==> src/rtl/i2s_spdif_feeder.sv <==
// i2s_spdif_feeder: I2S (24-bit, oversampled) to stereo-pair FIFO feeding the
// S/PDIF transmitter. Each i_dreq returns one pair with a one-cycle o_drdy.
// Optional feature macro: SPDIF_FEED_HOLD_LAST_EN (hold last pair on underrun;
// default build mutes to zero).
module i2s_spdif_feeder #(
  parameter int unsigned FIFO_AW     = 3,
  parameter int unsigned SYNC_STAGES = 2
) (
  input  logic               i_clk,
  input  logic               i_rst_n,
  input  logic               i_bclk,
  input  logic               i_lrclk,
  input  logic               i_sdata,
  input  logic               i_dreq,
  input  logic               i_clr_flags,
  output logic [23:0]        o_ldata,
  output logic [23:0]        o_rdata,
  output logic               o_drdy,
  output logic [FIFO_AW:0]   o_level,
  output logic               o_underrun,
  output logic               o_overflow
);

  localparam int unsigned DW    = 24;
  localparam int unsigned CW    = 5;
  localparam int unsigned LW    = FIFO_AW + 1;
  localparam int unsigned DEPTH = 2 ** FIFO_AW;

`ifdef SPDIF_FEED_HOLD_LAST_EN
  localparam bit HoldLast = 1'b1;
`else
  localparam bit HoldLast = 1'b0;
`endif

  typedef struct packed {
    logic [DW-1:0] l;
    logic [DW-1:0] r;
  } pair_t;

  logic [SYNC_STAGES-1:0] bclk_sync_q, ws_sync_q, sd_sync_q;
  logic                   bclk_s, ws_s, sd_s;

  logic                   bclk_prev_q, ws_prev_q, armed_q, lvalid_q;
  logic                   ws_prev_d, armed_d, lvalid_d;
  logic [CW-1:0]          cnt_q, cnt_d;
  logic [DW-1:0]          word_q, word_d, lhold_q, lhold_d, word_fill_c;
  logic                   bclk_rise_c, push_c;
  pair_t                  push_pair_c;

  pair_t                  mem_q [DEPTH];
  logic [FIFO_AW-1:0]     wr_ptr_q, rd_ptr_q;
  logic [LW-1:0]          level_q;
  logic                   empty_c, full_c, pop_c, wr_en_c, udr_evt_c, ovf_evt_c;

  logic [DW-1:0]          ldata_q, rdata_q;
  logic                   drdy_q, udr_q, ovf_q;

  assign bclk_s = bclk_sync_q[SYNC_STAGES-1];
  assign ws_s   = ws_sync_q[SYNC_STAGES-1];
  assign sd_s   = sd_sync_q[SYNC_STAGES-1];

  // Synchronise the asynchronous I2S lines into the i_clk domain.
  always_ff @(posedge i_clk or negedge i_rst_n) begin
    if (!i_rst_n) begin
      bclk_sync_q <= '0;
      ws_sync_q   <= '0;
      sd_sync_q   <= '0;
    end else begin
      bclk_sync_q <= {bclk_sync_q[SYNC_STAGES-2:0], i_bclk};
      ws_sync_q   <= {ws_sync_q[SYNC_STAGES-2:0], i_lrclk};
      sd_sync_q   <= {sd_sync_q[SYNC_STAGES-2:0], i_sdata};
    end
  end

  // Deserialiser next state: capture on bclk rise, close word on ws change.
  always_comb begin
    bclk_rise_c = bclk_s & ~bclk_prev_q;
    word_fill_c = word_q;
    if (cnt_q < CW'(DW)) word_fill_c[CW'(DW - 1) - cnt_q] = sd_s;
    cnt_d       = cnt_q;
    word_d      = word_q;
    ws_prev_d   = ws_prev_q;
    armed_d     = armed_q;
    lvalid_d    = lvalid_q;
    lhold_d     = lhold_q;
    push_c      = 1'b0;
    push_pair_c = {lhold_q, word_fill_c};
    if (bclk_rise_c) begin
      ws_prev_d = ws_s;
      if (ws_s != ws_prev_q) begin
        // This bit is the LSB slot of the ending word; the first boundary only arms.
        cnt_d   = '0;
        word_d  = '0;
        armed_d = 1'b1;
        if (armed_q) begin
          if (!ws_prev_q) begin
            lhold_d  = word_fill_c;
            lvalid_d = 1'b1;
          end else if (lvalid_q) begin
            push_c   = 1'b1;
            lvalid_d = 1'b0;
          end
        end
      end else begin
        word_d = word_fill_c;
        if (cnt_q < CW'(DW)) cnt_d = cnt_q + CW'(1);
      end
    end
  end

  // Deserialiser state registers.
  always_ff @(posedge i_clk or negedge i_rst_n) begin
    if (!i_rst_n) begin
      bclk_prev_q <= 1'b0;
      ws_prev_q   <= 1'b0;
      armed_q     <= 1'b0;
      lvalid_q    <= 1'b0;
      cnt_q       <= '0;
      word_q      <= '0;
      lhold_q     <= '0;
    end else begin
      bclk_prev_q <= bclk_s;
      ws_prev_q   <= ws_prev_d;
      armed_q     <= armed_d;
      lvalid_q    <= lvalid_d;
      cnt_q       <= cnt_d;
      word_q      <= word_d;
      lhold_q     <= lhold_d;
    end
  end

  // FIFO control: a pop frees a slot for a same-cycle push when full.
  always_comb begin
    empty_c   = (level_q == '0);
    full_c    = (level_q == LW'(DEPTH));
    pop_c     = i_dreq & ~empty_c;
    wr_en_c   = push_c & (~full_c | pop_c);
    ovf_evt_c = push_c & full_c & ~pop_c;
    udr_evt_c = i_dreq & empty_c;
  end

  // Pair storage (no reset needed; validity is tracked by the pointers).
  always_ff @(posedge i_clk) begin
    if (wr_en_c) mem_q[wr_ptr_q] <= push_pair_c;
  end

  // Pointers, level, output data, strobe and sticky flags.
  always_ff @(posedge i_clk or negedge i_rst_n) begin
    if (!i_rst_n) begin
      wr_ptr_q <= '0;
      rd_ptr_q <= '0;
      level_q  <= '0;
      ldata_q  <= '0;
      rdata_q  <= '0;
      drdy_q   <= 1'b0;
      udr_q    <= 1'b0;
      ovf_q    <= 1'b0;
    end else begin
      drdy_q <= i_dreq;
      if (wr_en_c) wr_ptr_q <= wr_ptr_q + FIFO_AW'(1);
      if (pop_c)   rd_ptr_q <= rd_ptr_q + FIFO_AW'(1);
      if (wr_en_c && !pop_c)      level_q <= level_q + LW'(1);
      else if (pop_c && !wr_en_c) level_q <= level_q - LW'(1);
      if (pop_c) begin
        ldata_q <= mem_q[rd_ptr_q].l;
        rdata_q <= mem_q[rd_ptr_q].r;
      end else if (udr_evt_c && !HoldLast) begin
        ldata_q <= '0;
        rdata_q <= '0;
      end
      if (udr_evt_c)        udr_q <= 1'b1;
      else if (i_clr_flags) udr_q <= 1'b0;
      if (ovf_evt_c)        ovf_q <= 1'b1;
      else if (i_clr_flags) ovf_q <= 1'b0;
    end
  end

  assign o_ldata    = ldata_q;
  assign o_rdata    = rdata_q;
  assign o_drdy     = drdy_q;
  assign o_level    = level_q;
  assign o_underrun = udr_q;
  assign o_overflow = ovf_q;

endmodule
==> config.mk <==
export PLATFORM = sky130hd
export DESIGN_NAME = i2s_spdif_feeder
export DESIGN_NICKNAME = d
export VERILOG_FILES = /design/src/rtl/i2s_spdif_feeder.sv
export SDC_FILE = /design/constraint.sdc
export NUM_CORES = 1
export LEC_CHECK = 0
export CAP_MARGIN = 20
export CORE_UTILIZATION = 25
export CTS_BUF_LIST = sky130_fd_sc_hd__clkbuf_8
export CTS_CLUSTER_SIZE = 16
export DETAILED_ROUTE_END_ITERATION = 10
export MAX_ROUTING_LAYER = met4
export PLACE_DENSITY = 0.46
export RECOVER_POWER = 50
export SLEW_MARGIN = 20
export SYNTH_ARGS = -nofsm -noshare
export SYNTH_HDL_FRONTEND = slang
export SYNTH_SLANG_ARGS = --single-unit
==> constraint.sdc <==
create_clock -name i_clk -period 4.55 [get_ports i_clk]
set_input_delay 0.91 -clock i_clk [delete_from_list [all_inputs] [get_ports i_clk]]
set_output_delay 0.91 -clock i_clk [all_outputs]
set_load 0.01 [all_outputs]
Word-level counts from Yosys, hierarchy flattened

Memories as Yosys holds them, arrays and structs flattened.
Cells that the tools add are included.

Input bits: 7
Memories kept: 1
Register bits after elaboration: 124
Output and inout bits: 55
ROM bits: 0
RAM bits: 384
Bits in latches: 0

Memory list:

| memory | words | bits a word | read ports | clocked after Yosys merged registers in | wr ports | line | source |
|---|---|---|---|---|---|---|---|
| mem_q  | 8     | 48          | 1          | 0                                       | 1        | 50   | `pair_t mem_q [DEPTH];` |

$mul: 0
Reductions and logical operators: 15
Muxes and demuxes: 23
Add/sub/neg operators: 6
Bitwise operators: 12
Eq/ne operators: 2
$lt $le $gt $ge: 3
Div/mod/pow operators: 0
Shift-type cells: 0

Operators with widths:

| cell                                                               | number |
|---|---|
| two-way mux 24 bit                                                 | 5 |
| bitwise mux 24 bit                                                 | 1 |
| two-way mux 1 bit                                                  | 12 |
| two-way mux 5 bit                                                  | 2 |
| nonzero test 2 bit                                                 | 5 |
| two-way mux 4 bit                                                  | 2 |
| adder 3 x 1 -> 3 bit (second input constant)                       | 2 |
| AND 1 bit                                                          | 6 |
| < comparator 5 x 6 -> 1 bit (second input constant)                | 1 |
| adder 5 x 1 -> 5 bit (second input constant)                       | 1 |
| demux 1 bit (select 5 bit)                                         | 1 |
| greater-or-equal comparator 5 x 1 -> 1 bit (second input constant) | 1 |
| < comparator 5 bit (second input constant)                         | 1 |
| NOT 1 bit                                                          | 5 |
| subtractor 5 bit (first input constant)                            | 1 |
| adder 4 x 1 -> 4 bit (second input constant)                       | 1 |
| == test 4 bit (second input constant)                              | 1 |
| logical NOT 4 bit                                                  | 1 |
| AND reduction 2 bit                                                | 2 |
| AND reduction 4 bit                                                | 1 |
| subtractor 4 x 1 -> 4 bit (second input constant)                  | 1 |
| logical AND 1 bit                                                  | 3 |
| AND reduction 3 bit                                                | 1 |
| logical NOT 1 bit                                                  | 2 |
| 2 further kinds                                                    | 2 |

Longest topological paths before layout

Depth after elaboration: 10
Mapped depth: 12
Gate-level depth less buffers: 11

Least setup slack after synthesis

OpenSTA, ideal clock, no wires.

Kind: input port to flip-flop
Start: in i_dreq
End: mem mem_q[1][0] (netlist name) (enable)
Buffers on the path: 0
Stages on the path: 3
Setup time: 513 ps
Path slack: -475 ps
Data arrival time: 4512 ps
Cells stage by stage: nand3b_1 > nand3_1 > nor3_1

Cells in the longest elaborated chain, start to end: 5

Ends and longest elaborated chain:

| item                                    | line | source |
|---|---|---|
| start, declared                         | 14   | `input logic i_dreq,` |
| AND 1 bit                               | 136  | `pop_c = i_dreq & ~empty_c;` |
| OR 1 bit                                | 137  | `wr_en_c = push_c & (~full_c \| pop_c);` |
| AND 1 bit                               | 137  |  |
| two-way mux 1 bit                       | 144  | `if (wr_en_c) mem_q[wr_ptr_q] <= push_pair_c;` |
| two-way mux 1 bit (not written as such) | 144  |  |
| end, declared                           | 50   |  |

Every way passes these cells.

Worst setup path in the final report

Start: reg bclk_prev_q
End: mem mem_q[0][15] (netlist name) (enable)

Cells in the longest elaborated chain, start to end: 6

Ends and longest elaborated chain:

| item                                    | line | source |
|---|---|---|
| start, declared                         | 43   | `logic bclk_prev_q, ws_prev_q, armed_q, lvalid_q;` |
| start signal, assigned                  | 122  | `bclk_prev_q <= bclk_s;` |
| NOT 1 bit                               | 77   | `bclk_rise_c = bclk_s & ~bclk_prev_q;` |
| AND 1 bit                               | 77   |  |
| two-way mux 1 bit                       | 88   | `if (bclk_rise_c) begin` |
| AND 1 bit                               | 137  |  |
| two-way mux 1 bit                       | 144  |  |
| two-way mux 1 bit (not written as such) | 144  |  |

Every way passes these cells.

==> metrics.md <==
| Metric | Value |
|---|---|
| Complex-gate fraction of the synthesized area | `6.67%` |
| Leakage | `0.00846 uW` |
| Final net count | `about 1300` |
| Post-Syn Nets | `about 1200` |
| Area contributors post-synth | `edfxtp_1 (58%), dfrtp_1 (16%), mux2i_1 (6.1%)` |
| Post-synthesis simple-gate area fraction | `3.02%` |
| Post-DR wirelength/cell | `19.5 um` |
| Main combinational cell family by area after synthesis | `multiplexers` |
| FF+latch count, synth | `508` |
| Max cap viols | `5` |
| Internal power | `about 9000 uW` |
| Fmax | `roughly 330 MHz` |
| Crit path capture type | `register` |
| Slew @ Worst Pin | `approximately 2700 ps` |
| First-pass GRT wire length | `a little over 70 mm` |
| Hold Vio Cnt, Final | `0` |
| DRT iter0 DRCs | `675` |
| GRT Residual Overflow | `0` |
| DR vias | `10400` |
| CTS Hold Buffers Added | `0` |
| Total CTS buffers | `87` |
| TNS Setup | `0 ps` |
| Final GP Congestion | `0.789` |
| Hpwl dp | `roughly 27 mm` |
| Die Width | `284 um` |
| Required @ worst endpoint | `4870 ps` |
| Power density over cell area | `about 560 nW/um^2` |
| Post-synthesis sequential area ratio | `73.9%` |
| Row cnt | `102` |
| Largest net degree at the start of global routing | `52` |
| Core Area | `just under 80000 um^2` |
| HP Class | `input port to async pin` |
| Critical-path maximum fanout | `37` |
| Final Util | `29.9%` |
| Reg power frac | `a little under half` |
| Avg Inst Size Synth | `between 15 and 20 um^2` |
| Synth Instances | `1185` |
| Crit path cell chain | `nand3b_1 -> nor3_1 -> nand3b_1 -> nor3_4 -> buf_12` |
| P&R area growth vs syn | `17.7%` |
| Synth top area share | `58.2%` |
| Max VDD drop | `0.000332 V` |
| Fillers | `7690` |
| Failing checks | `max-capacitance violations, max-slew violations` |
| Setup Fix Bufs, Post-CTS | `0` |
| Pins Over Slew Limit | `~230` |
| Skew final | `24.3 ps` |
| Synth warnings | `0` |
| Port Buf Inserts | `between 60 and 70` |
| Portion of netlist area occupied by mux cells | `a little under an eighth` |
| Drt pass-1 iters | `5` |
| CTS tree | `done` |
| Clk pwr share | `29.8%` |
| Vias per inst | `between 4 and 5` |
| Critical Path Max Stage Delay | `around 750 ps` |
| CP arrival | `3340 ps` |
| Combinational fraction of design power | `roughly a quarter` |
| Clock Tree Buf Depth | `3` |
| Vert. Die Dim | `284 um` |
| Final WL | `~47 mm` |
| RSZ-0062 raised after global routing | `false` |
| Distinct cell type count after synthesis | `46` |
| CTS Sinks | `508` |
| Top FF cell, synth | `edfxtp_1` |
| Ports | `62` |
| Most Frequent Cell on Critical Path | `nand3b_1` |
| Post-synthesis adder-cell area fraction | `0.669%` |
| Tot GR Track Use | `12.2%` |
| Crit path kind | `register to register` |
| Status | `finished with violations` |
| Mapped cell area | `19800 um^2` |
| CTS H-Tree Depth | `3` |
| Yosys top cell by area | `edfxtp_1` |
| Setup violations, final | `0` |
| Initial antenna violation count | `0` |
| Drc violations | `0` |
| Crit start category | `register` |
| Clk slew on worst S/H paths | `70 ps` |
| Fin crit share | `66.3%` |
| P_sw | `3960 uW` |
| Slew Limit Headroom | `-81.6%` |
| Post-CTS resize count | `0` |
| Number of global-route vias before repair | `11100` |
| Switching share of total power | `30.5%` |
| Clk root buf | `clkbuf_8` |
| Die area | `approximately 80000 um^2` |
| FFs w/ async S/R, synth | `24.4%` |
| Worst-Skew Late Latency | `660 ps` |
| Number of flops mapped to enable cells by yosys | `~380` |
| Layout cells sized above 1 | `14.7%` |
| Post-synthesis xor/xnor area fraction | `less than 1%` |
| Post-route ant nets | `0` |
| Period minus WS final | `3020 ps` |
| Worst path slowest cell | `nor3_4` |
| Starting Density | `25.4%` |
sequential cells by signal, summed over array words and instances (netlist names):
signal	cells
sd_sync_q	2
o_overflow	1
ws_prev_q	1
lhold_q	24
bclk_prev_q	1
wr_ptr_q	3
o_underrun	1
rd_ptr_q	3
ws_sync_q	2
mem_q	384
o_rdata	24
lvalid_q	1
bclk_sync_q	2
o_ldata	24
word_q	24
o_drdy	1
armed_q	1
cnt_q	5
o_level	4
cells in the mapped netlist (all sizes together), types with 7 or more instances:
cell	number
edfxtp	384
clkbuf	29
a21oi	28
nor3	12
nor2	44
nand2b	11
dfrtp	124
o21ai	81
o211ai	48
a22oi	48
mux2i	121
mux4	48
ha	9
inv	80
nand2	44
buf	36
xnor2	7
metal layers:
layer	routed length, um	GRT usage [%]
met1	21300	15.4
met2	23200	19.6
met3	1710	2.27
met4	884	4.00
met5	0	-
stage by stage:
stage / worst slack (ps) / area, um^2 / std cells / total power, uW / hold WS [ps]
3_3_place_gp: 1470 / 21700 / 2251 / 9310 / 390
3_5_place_dp: 1450 / 21700 / 2251 / 9330 / 383
5_1_grt: 1010 / 23300 / 2414 / 13700 / 244
2_1_floorplan: 806 / 19800 / 1185 / 8040 / 331
6_report: 1530 / 23300 / 2415 / 13000 / 233
4_1_cts: 1630 / 23400 / 2414 / 13300 / 195
critical path: cells and delay by family (launching register included):
family / cells / cell delay [ps]
and+or+nand+nor: 4 / 1910
buffers and inverters: 1 / 370
DFF: 1 / 370
cell usage in the layout, fill, tap and decap left out, types with 5 or more instances in the layout:
master           netlist  layout
a21oi_1               28      28
a22oi_1               48      48
buf_12                 1       6
buf_4                  1      19
clkbuf_1              29       5
clkbuf_8               0     102
clkdlybuf4s50_1        0      56
clkinv_1               0      14
clkinv_2               0       8
dfrtp_1              124     121
edfxtp_1             384     384
ha_1                   9       9
inv_1                 80     117
mux2i_1              121     121
mux4_2                45      45
nand2_1               44      44
nand2b_1              11      11
nor2_1                44      38
nor2_4                 0       6
nor3_1                11      10
o211ai_1              48      48
o21ai_0               38      49
o21ai_1               43      32
xnor2_1                7       7
final timing paths:
path	slack, ps	cells after the start	start	to
max	1530	5	bclk_prev_q	mem_q[0][15]
min	230	1	i_rst_n	o_ldata[18]
max reg2reg	1530	5	bclk_prev_q	mem_q[0][15]
min reg2reg	390	0	sd_sync_q[0]	sd_sync_q[1]
max in group asynchronous	1650	2	i_rst_n	cnt_q[3]
min in group i_clk	390	0	sd_sync_q[0]	sd_sync_q[1]
layout make-up:
| type | instances | area (um^2) | share of cell area (%) |
|---|---|---|---|
| diodes | 1 | 2.50 | 0.0107 |
| repair buffers | 91 | 888 | 3.81 |
| clock buffers | 102 | 1400 | 6.02 |
| flip-flops and latches | 508 | 14600 | 62.8 |
| multi-input cells | 532 | 4530 | 19.4 |
| clock inverters | 61 | 249 | 1.07 |
| well taps | 1040 | 1300 | 5.58 |
| inverters | 80 | 300 | 1.29 |
power by group through the flow:
| stage | sequential (uW) | combinational [uW] | clock, uW |
|---|---|---|---|
| final | 6030 | 3080 | 3870 |
| after floorplan | 5980 | 2060 | 0 |
| after global routing | 6120 | 3380 | 4230 |
| after detailed placement | 6150 | 3190 | 0 |
| after global placement | 6130 | 3170 | 0 |
| after CTS | 6060 | 3190 | 4030 |
logic make-up (layout without fill, tap and decap cells):
family,count (synthesis),in the layout
simple gates,130,130
compound gates,212,212
flops,508,508
buf+inv,145,334
xor+xnor,8,8
fa+ha+maj,10,10
other cells,0,1
mux,172,172
Power figures use the tool's default switching activity.
